[src/rtl/ldtu_tx_buffer.sv]
`default_nettype none
// ============================================================================
//  Module   : ldtu_tx_buffer
//  Purpose  : 32-bit transmit FIFO between the encoder (normal or fallback
//             stream) and the serializer. The serializer pulls one word per
//             ser_ready strobe. When nothing is buffered, IDLE_WORD is
//             presented instead and tx_idle is raised.
//  Options  : LDTU_TX_OVF_CNT_EN adds an 8-bit saturating count of dropped
//             words, output on ovf_count.
//  Revision : 1.0  initial release
// ============================================================================
module ldtu_tx_buffer #(
  parameter int          DEPTH     = 8,
  parameter logic [31:0] IDLE_WORD = 32'hEAAA_AAAA
) (
  input  logic                     CLK,
  input  logic                     reset,
  input  logic                     fallback,
  input  logic [31:0]              DATA_32,
  input  logic                     Load,
  input  logic [31:0]              DATA_32_FB,
  input  logic                     Load_FB,
  input  logic                     ser_ready,
  output logic [31:0]              tx_data,
  output logic                     tx_idle,
  output logic [$clog2(DEPTH):0]   fill_level,
  output logic                     overflow
`ifdef LDTU_TX_OVF_CNT_EN
  ,
  output logic [7:0]               ovf_count
`endif
);

  localparam int AW = $clog2(DEPTH);
  localparam int FW = AW + 1;
  localparam logic [FW-1:0] FULL_LVL = FW'(DEPTH);

  logic [31:0]   mem [DEPTH];
  logic [AW-1:0] wr_ptr;
  logic [AW-1:0] rd_ptr;

  logic          wr_req;
  logic [31:0]   wr_data;
  logic          empty;
  logic          full;
  logic          pop;
  logic          push;
  logic          drop;

  // Select the active write source and decide push/pop/drop for this edge.
  // A pop on a full FIFO frees the slot that the concurrent write takes.
  always_comb begin
    wr_req  = fallback ? Load_FB : Load;
    wr_data = fallback ? DATA_32_FB : DATA_32;
    empty   = (fill_level == '0);
    full    = (fill_level == FULL_LVL);
    pop     = !reset && ser_ready && !empty;
    push    = !reset && wr_req && (!full || pop);
    drop    = !reset && wr_req && full && !pop;
  end

  // Storage array; not reset, stale contents are unreachable after a reset.
  always_ff @(posedge CLK) begin
    if (push) begin
      mem[wr_ptr] <= wr_data;
    end
  end

  // Pointers, occupancy, sticky overflow and the serializer output word.
  always_ff @(posedge CLK) begin
    if (reset) begin
      wr_ptr     <= '0;
      rd_ptr     <= '0;
      fill_level <= '0;
      overflow   <= 1'b0;
      tx_data    <= IDLE_WORD;
      tx_idle    <= 1'b1;
    end else begin
      if (push) begin
        wr_ptr <= wr_ptr + AW'(1);
      end
      if (pop) begin
        rd_ptr  <= rd_ptr + AW'(1);
        tx_data <= mem[rd_ptr];
        tx_idle <= 1'b0;
      end else if (ser_ready) begin
        tx_data <= IDLE_WORD;
        tx_idle <= 1'b1;
      end
      case ({push, pop})
        2'b10:   fill_level <= fill_level + FW'(1);
        2'b01:   fill_level <= fill_level - FW'(1);
        default: fill_level <= fill_level;
      endcase
      if (drop) begin
        overflow <= 1'b1;
      end
    end
  end

`ifdef LDTU_TX_OVF_CNT_EN
  // Count dropped words, saturating at 255; only reset clears it.
  always_ff @(posedge CLK) begin
    if (reset) begin
      ovf_count <= 8'd0;
    end else if (drop && (ovf_count != 8'hFF)) begin
      ovf_count <= ovf_count + 8'd1;
    end
  end
`endif

endmodule
`default_nettype wire

[config.mk]
export PLATFORM = sky130hd
export DESIGN_NAME = ldtu_tx_buffer
export DESIGN_NICKNAME = d
export VERILOG_FILES = /design/src/rtl/ldtu_tx_buffer.sv
export SDC_FILE = /design/constraint.sdc
export NUM_CORES = 1
export LEC_CHECK = 0
export CAP_MARGIN = 20
export CORE_MARGIN = 3
export CORE_UTILIZATION = 61
export DETAILED_ROUTE_END_ITERATION = 16
export GPL_ROUTABILITY_DRIVEN = 0
export PLACE_DENSITY = 0.84
export SETUP_SLACK_MARGIN = 0.3
export SYNTH_ARGS = -nofsm -noshare
export SYNTH_HDL_FRONTEND = slang
export SYNTH_SLANG_ARGS = --single-unit
[constraint.sdc]
create_clock -name CLK -period 10.81 [get_ports CLK]
set_clock_uncertainty 0.1 [all_clocks]
set_input_delay 1.081 -clock CLK [delete_from_list [all_inputs] [get_ports CLK]]
set_output_delay 1.081 -clock CLK [all_outputs]
set_load 0.01 [all_outputs]
### Word-level counts from Yosys, hierarchy flattened

Memories as Yosys holds them, arrays and structs flattened. A register that Yosys moved wholly into a read port is not among the register bits.
Index checks and enable logic that the tools add are counted.

| storage, ports and cells | value |
|---|---|
| memories | 1 |
| memory bits (writable) | 256 |
| bits in latches | 0 |
| output and inout port bits | 38 |
| input port bits | 70 |
| bits in registers | 44 |
| logic and storage cells | 39 |
| memory bits (read-only) | 0 |

| operators by class | value |
|---|---|
| add/subtract/negate cells | 4 |
| equality and inequality tests | 3 |
| divide/modulo/power cells | 0 |
| reduce and logical (&&, ||, !) cells | 14 |
| bitwise operators | 0 |
| shifts and indexed selects | 0 |
| muxes and demuxes | 11 |
| multipliers | 0 |
| magnitude comparators | 0 |

Memories:

| name | depth | bits a word | rd ports | clocked after Yosys merged registers in | write ports | line | text |
|---|---|---|---|---|---|---|---|
| mem | 8 | 32 | 1 | 1 | 1 | 38 | `logic [31:0] mem [DEPTH];` |

Operator list:

| cell | number |
|---|---|
| 32-bit 2-to-1 mux | 3 |
| 4-bit case mux with 2 select lines | 1 |
| 3-bit by 1-bit adder with 3-bit output, second input constant | 2 |
| 1-bit logical AND | 6 |
| 3-bit 2-to-1 mux | 2 |
| 1-bit 2-to-1 mux | 5 |
| 4-bit by 1-bit adder with 4-bit output, second input constant | 1 |
| 4-bit == test, second input constant | 1 |
| 1-bit zero test | 4 |
| 4-bit zero test | 1 |
| 2-bit nonzero test | 2 |
| 4-bit by 1-bit subtractor with 4-bit output, second input constant | 1 |
| 2-bit by 1-bit == test with 1-bit output, second input constant | 1 |
| 2-bit == test, second input constant | 1 |
| 1-bit logical OR | 1 |

### Depth between registers and ports, before layout

| depth | value |
|---|---|
| word-level depth | 7 |
| gate-level depth with buffers | 8 |
| mapped depth without buffers | 7 |

### Least setup slack after synthesis

Ideal clock, no wire load.

| timing path | value |
|---|---|
| kind | in2reg |
| from | input fallback |
| to | memory mem[0][0] (enable) |
| setup slack | 6,060 ps |
| library setup time | 461 ps |
| stages | 5 |
| path buffers | 1 |
| required time | 10,249 ps |
| data arrival time | 4,189 ps |
| path through | buf_4 -> mux2i_2 -> a311oi_2 -> nand2b_1 -> nor3_1 |

| between the ends | value |
|---|---|
| word-level cells in the longest chain between the ends | 5 |

Ends and longest elaborated chain:

| item | line | text |
|---|---|---|
| from (decl) | 18 | `input logic fallback,` |
| 1-bit 2-to-1 mux | 53 | `wr_req = fallback ? Load_FB : Load;` |
| 1-bit logical AND (2 in a row) | 58 | `push = !reset && wr_req && (!full \|\| pop);` |
| 1-bit 2-to-1 mux | 64 | `if (push) begin` |
| 1-bit 2-to-1 mux (implied by the code) | 65 | `mem[wr_ptr] <= wr_data;` |
| to (decl) | 38 |  |

No other way between the ends.

### Worst setup path in the final report

| timing path | value |
|---|---|
| from | input reset |
| to | memory mem[6][15] (enable) |

| between the ends | value |
|---|---|
| word-level cells in the longest chain between the ends | 7 |
| elaborated cells between the ends (all ways) | 8 |
| those cells by class | mux (2); reduce/logical (6) |

Ends and longest elaborated chain:

| item | line | text |
|---|---|---|
| from (decl) | 17 | `input logic reset,` |
| 1-bit zero test * | 57, 58 |  |
| 1-bit logical AND (2 in a row) | 57 | `pop = !reset && ser_ready && !empty;` |
| 1-bit logical OR | 58 |  |
| 1-bit logical AND * | 58 |  |
| 1-bit 2-to-1 mux * | 64 |  |
| 1-bit 2-to-1 mux (implied by the code) * | 65 |  |

Mark *: on every way between the ends. The rest lies on a longest branch, timed or not.

==> impl_metrics.json <==
{
  "relSlewSlack_pct": 27.0,
  "cts_setup_buffers": 0,
  "synth-simple-area-share_pct": 3.05,
  "power_frac_seq_pct": 50.4,
  "post-synth-top-count-cell": "edfxtp_1",
  "fin_tns_setup_ns": 0,
  "ys_top_cells_by_count": "256 x edfxtp_1, 64 x mux4_2, 47 x dfxtp_1",
  "crit_fanout": 32,
  "syn-num-nets": 667,
  "cts_tree": "built",
  "drtIter0Drc": 458,
  "p_int_mw": 2.10,
  "hold_viol_final": 0,
  "design.portCount": 108,
  "n_fill_cell": 925,
  "timing.hold.ws_ns": 0.351,
  "num-nets-final": 787,
  "start_kind": "input pin",
  "worst_pin_slew_ns": 1.09,
  "synth_top_area_share_pct": 66.1,
  "dp_slack_ns": 6.45,
  "dieWidth_microns": 144,
  "power_density_nw_per_um2": 193,
  "cts_sinks": 303,
  "synth_top_family_by_area": "multiplexers",
  "avgSynthCellArea_sq_um": 19.6,
  "drive_gt1_share_pct": 22.7,
  "wl_mm": 24.9,
  "crit_path_end_kind": "flip-flop",
  "cts_resized": 0,
  "setup_ws_ns": 6.94,
  "multi_input_area_sq_um": 2910,
  "synth-seq-area-share_pct": 74.2,
  "synth_seq_cells": 303,
  "cts_buffers": 29,
  "final.period_utilization_pct": 35.8,
  "crit_arrival_ns": 3.92,
  "io_buffers": 107,
  "root_buffer": "clkbuf_16",
  "cellLeakagePower_nw": 4.40,
  "synth_cells": 594,
  "cp.required_ns": 10.86,
  "muxShareOfSynthArea_pct": 18.8,
  "hold_class": "flip-flop to flip-flop",
  "yosys.area.top_type": "edfxtp_1",
  "regArea_sq_um": 8640,
  "clock_power_share_pct": 37.1,
  "wl_per_cell_microns": 25.9,
  "synth.area.top_cells": "edfxtp_1 66%, mux4_2 12%, dfxtp_1 8.1%",
  "area_delta_synth_final_pct": 20.6,
  "num_vias": 6109,
  "synth_flop_cell": "edfxtp_1",
  "grt-ovfl-total": 0,
  "dr.pass1.iters": 5,
  "cts.reportedPaths.clkPinSlew_ns": 0.06,
  "ys_types": 35,
  "cap_violations": 0,
  "outcome": "complete, no violations",
  "switching_share_pct": 22.5,
  "cts-htree-levels": 1,
  "grt_pass1_vias": 6407,
  "fmax_ghz": 0.258,
  "synth_edf_count": 256,
  "diodes": 0,
  "drtAntennaViolNets": 0,
  "netSwitchingPower_mw": 0.609,
  "path_class": "input pin to flip-flop",
  "start_util_pct": 63.4,
  "grt_max_degree": 65,
  "synthAdderAreaFrac_pct": 0.323,
  "synth_warnings": 0,
  "dp_hpwl_mm": 13.3,
  "slew_viol_final": 0,
  "synth-compound-area-share_pct": 2.15,
  "rsz0062_at_grt": "false",
  "peakVddDrop_uv": 140,
  "cts_hold_buf": 0,
  "route.detailed.drc": 0,
  "rows": 49,
  "async_reset_ff_share_pct": 0,
  "clk_latency_ns": 0.53,
  "combPwrFrac_pct": 12.6,
  "utilization_pct": 76.5,
  "via_per_inst": 6.34,
  "fin_crit_ns": 3.87,
  "core_area_sq_um": 18300,
  "fp.dieH_microns": 144,
  "dieArea_sq_um": 20700,
  "antenna_found_initial": 0,
  "synth_xor_area_share_pct": 0.226,
  "cts_buffer_depth": 3,
  "grt_pass1_wl_mm": 37.4,
  "synth_area_sq_um": 11600,
  "finalSetupViolations": 0,
  "grt_util_all_layers_pct": 24.4
}
[critical path, stage by stage]
cell and delay [ns]:
clkdlybuf4s50_1 0.83, a311oi_2 0.67, nand2b_1 0.39, nor2_4 0.92
[registers in the layout (all words and copies together) (netlist names), named ones only]
name,flops
fill_level,4
tx_idle,1
wr_ptr,3
tx_data,32
mem,256
overflow,1
rd_ptr,3
[power groups by stage]
stage          Clock, mW  Combinational, mW  Sequential (mW)
2_1_floorplan          0              0.215             1.37
3_3_place_gp           0              0.320             1.38
3_5_place_dp           0              0.333             1.39
4_1_cts             1.02              0.341             1.37
5_1_grt             1.06              0.364             1.37
6_report            1.00              0.341             1.36
[stage by stage]
stage | cell area, sq um | cells | total power [mW]
5_1_grt | 14000 | 964 | 2.80
3_5_place_dp | 13000 | 906 | 1.72
6_report | 14000 | 964 | 2.71
2_1_floorplan | 11600 | 594 | 1.59
3_3_place_gp | 12900 | 905 | 1.70
4_1_cts | 13900 | 958 | 2.73
[layout make-up]
type	instances	share of cell area, %
Timing Repair Buffer	119	8.83
Multi-Input combinational cell	258	20.7
Sequential cell	303	61.6
Tap cell	229	2.04
Clock buffer	42	5.60
Clock inverter	10	1.10
Inverter	3	0.0803
[kinds of logic after synthesis]
logic type / Yosys count
mux: 133
buf+inv: 33
flops: 303
simple gates: 75
compound gates: 44
fa+ha+maj: 3
xor+xnor: 3
[worst paths after layout]
check                                   from                  endpoint  slack, ns  cells after the start
hold / removal      tx_data[12]$_SDFFE_PP0P_  tx_data[12]$_SDFFE_PP0P_       0.35                      2
hold reg to reg     tx_data[12]$_SDFFE_PP0P_  tx_data[12]$_SDFFE_PP0P_       0.35                      2
setup reg to reg  fill_level[0]$_SDFFE_PP0P_      mem[6][15]$_DFFE_PP_       7.78                      4
setup / recovery                       reset      mem[6][15]$_DFFE_PP_       6.94                      4
[metal layers]
layer  wire [microns]  up-vias  GRT usage, %
li1                 -     2623             -
met1             9600     3152          31.7
met2            13100      279          42.1
met3             1470       55          4.13
met4              716        0          9.07
met5                0        -             0
[cells in the final DEF (no fill, tap or decap), types with 2 or more instances in the layout]
cell type / instances
or3_1: 2
clkinv_1: 2
edfxtp_1: 256
clkbuf_1: 12
nor2_1: 24
nor2b_1: 3
mux2i_1: 35
nor3_2: 3
buf_4: 6
o21ai_1: 14
mux2_2: 32
mux4_2: 64
clkdlybuf4s50_1: 106
nor3_1: 3
o21ai_0: 3
nor2_4: 6
buf_12: 5
clkinv_2: 3
a21oi_1: 21
nand2b_1: 5
nand2_1: 23
inv_1: 3
clkbuf_16: 29
dfxtp_1: 44
xor2_1: 2
dfxtp_4: 2
nand3b_1: 2
bufinv_16: 4
ha_1: 3
No activity file was read; power rests on OpenSTA's default activity.
